**src/rtl/hack_word_serializer.sv**
```systemverilog
// Parallel-in, serial-out word transmitter for the 16-bit serial-in shift
// register load path. A word accepted over valid/ready is shifted out MSB
// first on sdo_o, with one sen_o strobe per bit. Each bit lasts CLK_DIV cycles.
//
// Optional build macro: HACK_SERIALIZER_SKID_EN
//   undefined (default): no buffering. ready_o is high only in IDLE.
//   defined            : a one-entry holding buffer allows back-to-back words
//                        with no gap between them (word period WIDTH*CLK_DIV).
module hack_word_serializer #(
    parameter int WIDTH   = 16,   // 2..32
    parameter int CLK_DIV = 1     // 1..256
) (
    input  logic             clk,
    input  logic             resetb,
    input  logic [WIDTH-1:0] data_i,
    input  logic             valid_i,
    output logic             ready_o,
    output logic             sdo_o,
    output logic             sen_o,
    output logic             busy_o,
    output logic             done_o
);

    localparam int BCW = (WIDTH > 1) ? $clog2(WIDTH) : 1;
    localparam int DCW = (CLK_DIV > 1) ? $clog2(CLK_DIV) : 1;
    localparam logic [BCW-1:0] BIT_LAST = BCW'(WIDTH - 1);
    localparam logic [DCW-1:0] DIV_LAST = DCW'(CLK_DIV - 1);

    localparam logic [0:0] IDLE  = 1'b0;
    localparam logic [0:0] SHIFT = 1'b1;

    logic [0:0]       state;
    logic [WIDTH-1:0] shift_reg;
    logic [BCW-1:0]   bit_cnt;
    logic [DCW-1:0]   div_cnt;
    logic             done_q;
    logic             accept;
    logic             last_bit;
    logic             reload;        // start another word right at the last-bit edge
    logic [WIDTH-1:0] reload_word;

    assign busy_o   = (state == SHIFT);
    assign sen_o    = busy_o && (div_cnt == DIV_LAST);
    assign sdo_o    = busy_o && shift_reg[WIDTH-1];
    assign done_o   = done_q;
    assign last_bit = sen_o && (bit_cnt == BIT_LAST);
    assign accept   = valid_i && ready_o;

`ifdef HACK_SERIALIZER_SKID_EN
    logic [WIDTH-1:0] hold_data;
    logic             hold_full;

    // The producer is stalled only while a word already waits in the buffer
    assign ready_o     = !hold_full;
    assign reload      = hold_full || accept;
    assign reload_word = hold_full ? hold_data : data_i;

    // Holding buffer: capture a word accepted mid-shift, drain it at the last-bit edge
    always_ff @(posedge clk or negedge resetb) begin
        if (!resetb) begin
            hold_full <= 1'b0;
            hold_data <= '0;
        end else if (busy_o && last_bit) begin
            hold_full <= 1'b0;
        end else if (busy_o && accept) begin
            hold_data <= data_i;
            hold_full <= 1'b1;
        end
    end
`else
    assign ready_o     = (state == IDLE);
    assign reload      = 1'b0;
    assign reload_word = data_i;
`endif

    // FSM, shift register, bit and divider counters, and the done pulse
    always_ff @(posedge clk or negedge resetb) begin
        if (!resetb) begin
            state     <= IDLE;
            shift_reg <= '0;
            bit_cnt   <= '0;
            div_cnt   <= '0;
            done_q    <= 1'b0;
        end else begin
            done_q <= 1'b0;
            if (state == IDLE) begin
                if (accept) begin
                    shift_reg <= data_i;
                    bit_cnt   <= '0;
                    div_cnt   <= '0;
                    state     <= SHIFT;
                end
            end else begin
                div_cnt <= (div_cnt == DIV_LAST) ? '0 : div_cnt + 1'b1;
                if (sen_o) begin
                    shift_reg <= {shift_reg[WIDTH-2:0], 1'b0};
                    bit_cnt   <= bit_cnt + 1'b1;
                end
                if (last_bit) begin
                    done_q  <= 1'b1;
                    bit_cnt <= '0;
                    div_cnt <= '0;
                    if (reload)
                        shift_reg <= reload_word;
                    else
                        state <= IDLE;
                end
            end
        end
    end

endmodule

```
**config.mk**
```make
export PLATFORM = sky130hd
export DESIGN_NAME = hack_word_serializer
export DESIGN_NICKNAME = d
export VERILOG_FILES = /design/src/rtl/hack_word_serializer.sv
export SDC_FILE = /design/constraint.sdc
export NUM_CORES = 1
export LEC_CHECK = 0
export ABC_CLOCK_PERIOD_IN_PS = 2240
export CAP_MARGIN = 20
export CORE_MARGIN = 3
export CORE_UTILIZATION = 50
export DETAILED_ROUTE_END_ITERATION = 12
export PLACE_DENSITY_LB_ADDON = 0.3
export SYNTH_ARGS = -nofsm -noshare
export SYNTH_HDL_FRONTEND = slang
export SYNTH_SLANG_ARGS = --single-unit
```
**constraint.sdc**
```tcl
create_clock -name clk -period 2.24 [get_ports clk]
set_clock_uncertainty 0.1 [all_clocks]
set_input_delay 0.224 -clock clk [delete_from_list [all_inputs] [get_ports clk]]
set_output_delay 0.224 -clock clk [all_outputs]
set_load 0.01 [all_outputs]
```
# Word-level counts from Yosys, hierarchy flattened
# Cells that the tools add are included.
dict set report classes {
  reduce_logical 7
  add_sub_neg 2
  bitwise_logic 2
  n_eq_ne 3
  muxes 16
}
# cell count
set op_table {}
lappend op_table {{$mux 16} 3}
lappend op_table {{$mux 4} 4}
lappend op_table {{$mux 1} 9}
lappend op_table {{$add 4x1->4 const B} 1}
lappend op_table {{$eq 4x4->1 const B} 1}
lappend op_table {{$logic_and 1x1->1} 4}
lappend op_table {{$reduce_and 2->1} 2}
lappend op_table {{$ne 3x2->1 const B} 1}
lappend op_table {{$ne 2x2->1 const B} 1}
lappend op_table {{$not 1->1} 2}
lappend op_table {{$reduce_bool 2->1} 1}
lappend op_table {{$add 1x1->1 const B} 1}
dict set report word_totals {
  reg_bits 23
}

# Logic depth before layout (Yosys ltp)
# Gate-level depths: netlist (run 1).
dict set report depth {
  ltp_word 5
  mapped_depth 4
}

# Worst setup path before layout (run 1)
# No wires, ideal clock.
dict set report synth_timing {
  path_type {register to register}
  start {reg state, in the netlist busy_o}
  end {reg bit_cnt[3]}
  path_stages_with_launch 5
  synth_period_minus_slack_ns 1.288
  slack_ns 0.952
  arrival_time_ns 1.062
  path_cell_list {dfrtp_1 -> buf_4 -> inv_2 -> and3_4 -> a311o_1}
}
dict set report synth_between {
  elab_chain_len 4
  elab_cells_between_ends 9
  cone_classes {eq/ne: 1; mux: 2; bitwise: 1; reduce/logical: 5}
}
# element line_no
set synth_lines {}
lappend synth_lines {{start, declared} 32} ;# logic [0:0] state;
lappend synth_lines {{start signal, assigned} 79} ;# state <= IDLE;
lappend synth_lines {{start signal, assigned} 91} ;# state <= SHIFT;
lappend synth_lines {{start signal, assigned} 106} ;# state <= IDLE;
lappend synth_lines {{$not 1->1} -}
lappend synth_lines {{net ready_o} 17} ;# output logic ready_o,
lappend synth_lines {{$logic_and 1x1->1} 47} ;# assign accept = valid_i && ready_o;
lappend synth_lines {{$reduce_bool 2->1 (no source line)} -}
lappend synth_lines {{$reduce_and 2->1 (no source line)} -}
lappend synth_lines {{end signal, assigned} 97} ;# bit_cnt <= bit_cnt + 1'b1;
lappend synth_lines {{end, declared} 34} ;# logic [BCW-1:0] bit_cnt;
# The timed path passes the listed nets, and every way through them passes these cells.
# A chain may end at the register's enable or synchronous reset.

# Worst setup path after layout (run 1)
dict set report layout_timing {
  start {reg state, in the netlist busy_o}
  end {out ready_o}
}
dict set report layout_between {
  elab_chain_len 1
}
# element line_no
set layout_lines {}
lappend layout_lines {{$not 1->1} -}
lappend layout_lines {{end, declared} 17}
# No other way between the ends.

==> run summary, run 1 <==
Hold buffer count at cts: 0. Leaving out fill and tap cells, the most frequent cell in the layout is clkdlybuf4s50_1. The clock passes through at most 2 buffers. Buffers placed on the I/O ports in this run total 23. For this configuration, the core starts out at a cell density of 56.0%.

The largest area contributor in the synthesized netlist was dfrtp_1. The number of diodes added for antenna fixing is 0, and the number of setup buffers added after CTS is 0. For this design the top-level I/O count stands at 24. The tools report the row count as 15.

In the layout the commonest cells are clkdlybuf4s50_1 (23), dfrtp_1 (22), mux2i_1 (16), nand2_1 (16), o21ai_0 (13). The startpoint of the worst setup timing path was busy_o. The post-route setup TNS was 0 ns; the total via count after detailed routing was 749.

The post-synth design cell area is 1030 um^2, and the instance count of the mapped netlist is 96. Setup repair after global routing left no endpoint under its margin. Nature of the critical path endpoint: an output pin. The run gives 142 as the number of placed cells counting well taps.

The tools report the number of warning messages in the yosys log as 0. STA classifies the critical path startpoint as a flop. After detailed routing, the number of remaining DRC violations is 0.

TritonCTS built the clock tree. The number of nets handed over by synthesis was 116. The critical path is of the reg -> out type. The area growth from synthesis to layout is 29.3%. For this block, the initial DRC count from the detailed router was 10. The later pin in the worst-skew pair is clocked with a latency of 0.31 ns. The total congestion overflow after global routing was 0; the sequential cell area fraction in the yosys report was 53.5%. At the end of routability-driven placement, the weighted congestion stood at 0.704. In this run the remaining antenna-violating nets after routing total 0. The worst hold path belongs to the class in -> async. The count of fill cells added during filler insertion was 146. The synthesized design contains 22 register bits. The average wire per cell in the routed design came out at 13.0 um. The register with the most flip-flops in the layout has 16 of them.

The die is 51.4 um tall. For the number of max-slew violations in the final report, the log shows 0. The post-cts sizing count is 0.

For the count of endpoints failing setup in the final report, the log shows 0. The number of global-route vias before repair is 780, and the leakage power is 0.624 nW. The critical path contains buffers and inverters numbering 3 combined. The worst-case IR drop observed on VDD is 0.000641 V. Clock root buffer: clkbuf_4. The number of hold-slack violations in the final timing report is 0, and the number of levels the H-tree was split into is 1. In the post-synthesis netlist, the biggest area contributors are dfrtp_1 (53%), mux2i_1 (16%), o21ai_0 (6.3%).

In this run the critical register-to-register path is launched from busy_o. Cell family with the largest share of critical-path delay: buffers and inverters. The core region is 1840 um^2. Setup slack on the worst reg-to-reg path comes out at 0.84 ns.

In the final design database the tool counted 142 nets. The number of antenna violations at the first check in global routing is 0, and the number of buffers inserted during clock tree synthesis is 3. The final layout contains routed wiring with a total length of 1890 um. After legalization and detailed placement, the total HPWL measured 1390 um. Traced cell by cell, the critical path runs through buf_4, inv_2, clkdlybuf4s50_1. A synthesized cell averages 10.7 um^2. For the post-route total power, the log shows 0.00138 W. Horizontal die dimension: 51.4 um.

The top cell type by area accounts for 53.5% of the synthesized area. The total of max-cap violations is 0. Subtracting the final worst setup slack from the clock period gives 1.94 ns. The worst register-to-register path ends at bit_cnt[3]. The number of sinks driven by the clock tree came out at 22. The total iterations of the first detailed-routing run was 4. For the total routing resource utilization after global routing, the log shows 17.0%.

For the count of different cell masters after synthesis, the log shows 24. The post-route netlist has 10.7% of its cells at a drive strength greater than 1. The final critical path takes up 86.5% of the cycle. Dividing total power by cell area gives a power density of 1040 nW/um^2. The count of non-filler cells in the finished layout is 146, and the largest net degree at the start of global routing is 23.

Slowest library cell on the worst path: clkdlybuf4s50_1. The first-pass GRT wire length came out at 3380 um. The flow ran to the end, and the final reports show no timing, DRC or antenna violations.

The die covers 2640 um^2. For this run, the top clock speed supported by timing is 516 MHz. Measured slew at the worst slew-check pin: 0.272 ns. STA puts the critical path data required time at 1.92 ns.

Measured in cells, the most critical reg-to-reg path has a length of 4. The data arrival time of the worst path was 1.61 ns. For this run, the slowest stage of the critical path takes 0.55 ns. After clock tree synthesis, the clock-pin slew on the worst setup and hold paths is 0.13 ns.

In this run the tightest slew margin relative to its limit is 81.9%. The via-per-instance ratio was 5.13; the maximum fanout along the worst path was 16.
[metrics by stage]
step	worst slack, ns	cell area (um^2)	utilization [%]	hold WS (ns)
floorplan	0.952	1030	-	-0.172
global placement	0.687	1280	69.5	0.358
CTS	0.291	1330	72.4	0.147
global route	0.220	1330	72.4	0.150
detailed placement	0.645	1280	69.5	0.379
finish	0.303	1330	72.4	0.140
[logic make-up (layout without fill, tap and decap cells)]
kind of cell	count (synthesis)	count (layout)	synth area share, %
AND/OR/NAND/NOR	27	27	11.7
flip-flops	22	22	53.5
AO/OA/AOI/OAI	20	20	11.4
multiplexers	16	16	15.6
buffers and inverters	9	34	5.83
adder cells (fa/ha/maj)	1	1	1.21
XOR/XNOR	1	1	0.851
[worst max-delay path by stage]
| stage | slack [ns] | depth (start not counted) | to |
|---|---|---|---|
| after floorplan | 0.95 | 4 | bit_cnt[3] |
| after global placement | 0.69 | 4 | shift_reg[5] |
| after detailed placement | 0.65 | 4 | shift_reg[11] |
| after CTS | 0.29 | 3 | ready_o |
| after global routing | 0.22 | 3 | ready_o |
| final | 0.30 | 3 | ready_o |
[per-layer routing]
layer / GRT usage (%) / vias to the layer above / share of wire [%]
li1: - / 380 / -
met1: 20.3 / 350 / 45
met2: 29.9 / 17 / 50
met3: 3.21 / 2 / 4.2
met4: 6.55 / 0 / 0.79
met5: 0 / - / 0
[power breakdown]
part / total [W] / internal (W) / switching, W / leakage (nW)
clock: 0.000302 / 0.000181 / 0.000121 / 0.0279
sequential: 0.000626 / 0.000531 / 0.0000950 / 0.288
combinational: 0.000451 / 0.000248 / 0.000203 / 0.308
total: 0.00138 / 0.000960 / 0.000419 / 0.624
[cell type report]
class                      instances  area [um^2]  area share, %
sequential                        22          551           41.4
timing repair buffer              28          268           20.1
clock inverter                     1         30.0           2.26
multi-input combinational         65          419           31.5
inverter                           2         10.0          0.752
clock buffer                       3         22.5           1.69
tap                               25         31.3           2.35
[synth_stat cells]
library cell and number:
and3_1 1, o21ai_0 13, a311o_1 1, inv_4 1
nor2_1 4, buf_6 2, a31o_2 1, and3_4 1
dfrtp_1 22, nand2_1 16, inv_2 1, nor3_1 1
a21o_1 1, buf_4 2, nand3_1 2, a22o_1 1
o31ai_1 1, buf_2 1, ha_1 1, clkbuf_1 2
mux2i_1 16, xnor2_1 1, o21ai_1 2, and2_1 2
No activity file was read; power rests on OpenSTA's default activity.
==> inputs of run 2 (changes only) <==
- CORE_MARGIN: 3 -> unset
==> run summary, run 2 (synthesis gave the netlist of run 1 again) <==
The critical path goes through and2_1, clkdlybuf4s50_1. The run gives 140 (-1.4%) as the number of nets in the final layout. The effective utilization at floorplan was 53.0% (-3.0 points); the height of the chip was 47.4 um (-7.8%). For the number of diodes added for antenna fixing, the log shows 0 (unchanged). The logs give 0.608 nW (-2.6%) for the leakage power and 1.92 ns (about the same) for the data required time at the worst endpoint. For the number of max-slew violations in the final report, the log shows 0 (unchanged).

In this design, the largest share of critical-path delay is due to buffers and inverters. The flip-flop count of the largest register, all copies and words added works out to 16 (unchanged). Most heavily used metal layer in global routing: met2.

The post-route setup TNS is 0 ns (unchanged). The worst setup path is of the reg -> out kind. The tools report the post-detailed-routing wire length as 1820 um (-4.1%). The number of hold-slack violations in the final timing report is 0 (unchanged), and the global-route met3 utilization is 3.46% (+0.25 points). The number of sinks driven by the clock tree came out at 22 (unchanged).

The library cells used most frequently in the layout, excluding fill and tap cells, are clkdlybuf4s50_1 (23), dfrtp_1 (22), mux2i_1 (16), nand2_1 (16), o21ai_0 (13). The normalized max-slew margin is 72.4% (-9.5 points), and the met1 routing resource usage after global routing is 26.1% (+5.8 points). The most common cell after layout, fill and taps aside is clkdlybuf4s50_1. The number of global-route vias before repair was 693 (-11%). The run gives 0.30 ns (about the same) as the worst-skew pair later-pin latency. Total congestion overflow after global routing: 0 (unchanged). The total of max-cap violations was 0 (unchanged). The run gives 0.00127 W (-7.6%) as the post-route total power. The tools report the number of antenna-violating nets in the routed design as 0 (unchanged).

For the placer congestion estimate, the log shows 0.749 (+6.4%). The count of endpoints failing setup in the final report came out at 0 (unchanged). The horizontal die dimension works out to 47.4 um (-7.8%). The worst setup path is launched from a flop. The final critical-path required period is 1.83 ns (-0.111 ns), and the number of setup buffers added after CTS is 0 (unchanged).

TritonCTS built the clock tree. The row count was 16 (+1); the number of I/O port buffers was 23 (unchanged). The average wire per cell in the routed design is 12.4 um (-4.1%), and the peak per-stage delay on the critical path is 0.53 ns (-0.02 ns). The tools report the setup slack on the worst flop-to-flop path as 0.89 ns (+0.05 ns). The detailed-placement wirelength estimate is 1330 um (-3.9%).

The number of placed cells counting well taps is 142 (unchanged). The ratio of final minimum period to clock period is 81.5% (-5.0 points), and the via-per-instance ratio is 5.15 (+0.40%). The total iterations of the first detailed-routing run is 4 (unchanged). Worst hold-check path type: in -> async. The run gives 752 (+0.40%) as the total via count after detailed routing.

The achievable clock frequency was 548 MHz (+6.1%); the register clock-pin slew on the reported worst setup and hold paths was 0.12 ns (about the same). The run gives 3040 um (-10%) as the first-pass GRT wire length. Full die area: 2240 um^2 (-15%). The tools report the remaining routing DRC violations as 0 (unchanged). The logs give 5 (-5) for the DRC violation total after the first TritonRoute iteration and 24 (unchanged) for the number of I/O pins.

The total routing resource utilization after global routing was 19.7% (+2.7 points); the maximum fanout along the worst path was 8 (-8). The clock root buffer is clkbuf_4. For this design, the slowest cell found on the critical path is clkdlybuf4s50_1.

The run finished with clean final reports. The number of buffer and inverter stages on the critical path was 1 (-2); the data arrival time of the worst path was 1.50 ns (-0.11 ns). For the core area, the log shows 1940 um^2 (+5.6%).

The area growth from synthesis to final layout works out to 26.5%. The nature of the critical path endpoint was an output pin. The total power density per cell area was 978 nW/um^2 (-5.5%); the number of antenna violations at the first check in global routing was 0 (unchanged). Setup repair after global routing left no endpoint under its margin.

Number of buffers inserted during clock tree synthesis: 3 (unchanged). The run gives 33 (+43%) as the largest net degree at the start of global routing. The tools report the global-route met2 utilization as 32.6% (+2.7 points). The hold buffer count at cts came out at 0 (unchanged). The run gives 0.000602 V (-6.1%) as the peak supply drop. The count of non-filler cells in the finished layout was 146 (unchanged). The measured slew at the worst slew-check pin came out at 0.413 ns (+0.141 ns).

Worst-case clock buffer depth: 2 (unchanged). The post-cts sizing count was 0 (unchanged); the number of levels the H-tree was split into was 1 (unchanged). The fraction of final layout cells with drive strength greater than 1 works out to 9.24% (-1.5 points).
-- run 2: cell count changes in the layout (fill, tap and decap cells not counted) --
cell | previous run | this run
buf_4 | 5 | 3
bufinv_16 | 1 | 0
clkbuf_8 | 0 | 1
-- run 2: metrics by stage --
step,util (%),hold slack [ns],area [um^2],worst slack (ns)
2_1_floorplan,-,-0.172,1030,0.952
3_3_place_gp,65.2,0.365,1270,0.481
3_5_place_dp,65.2,0.376,1270,0.424
4_1_cts,67.1,0.160,1300,0.388
5_1_grt,67.1,0.185,1300,0.340
6_report,67.1,0.161,1300,0.415
-- run 2: layer usage --
layer | part of all wire [%] | routed length, um
met1 | 44 | 808
met2 | 52 | 945
met3 | 2.5 | 45
met4 | 0.83 | 15
met5 | 0 | 0
-- run 2: area by class of cell --
| cell class | count | area, um^2 |
|---|---|---|
| tap | 27 | 33.8 |
| inverter | 2 | 10.0 |
| sequential | 22 | 551 |
| fill | 172 | 639 |
| timing repair buffer | 26 | 253 |
| multi-input combinational | 65 | 419 |
| clock buffer | 4 | 36.3 |
-- run 2: final timing paths --
kind	to	depth (start not counted)	from
worst max-delay path	sdo_o	2	busy_o
worst min-delay path	shift_reg[15]	2	resetb
worst max register to register	bit_cnt[1]	3	busy_o
worst min register to register	shift_reg[15]	2	shift_reg[14]
max in group asynchronous	shift_reg[9]	2	resetb
min in group clk	shift_reg[15]	2	shift_reg[14]
-- run 2: where the power goes --
| part | internal [W] | total, W | switching (W) | leakage, nW |
|---|---|---|---|---|
| Combinational | 0.000240 | 0.000432 | 0.000192 | 0.299 |
| Sequential | 0.000531 | 0.000633 | 0.000102 | 0.288 |
| Clock | 0.0000990 | 0.000209 | 0.000110 | 0.0210 |
| Total | 0.000870 | 0.00127 | 0.000404 | 0.608 |
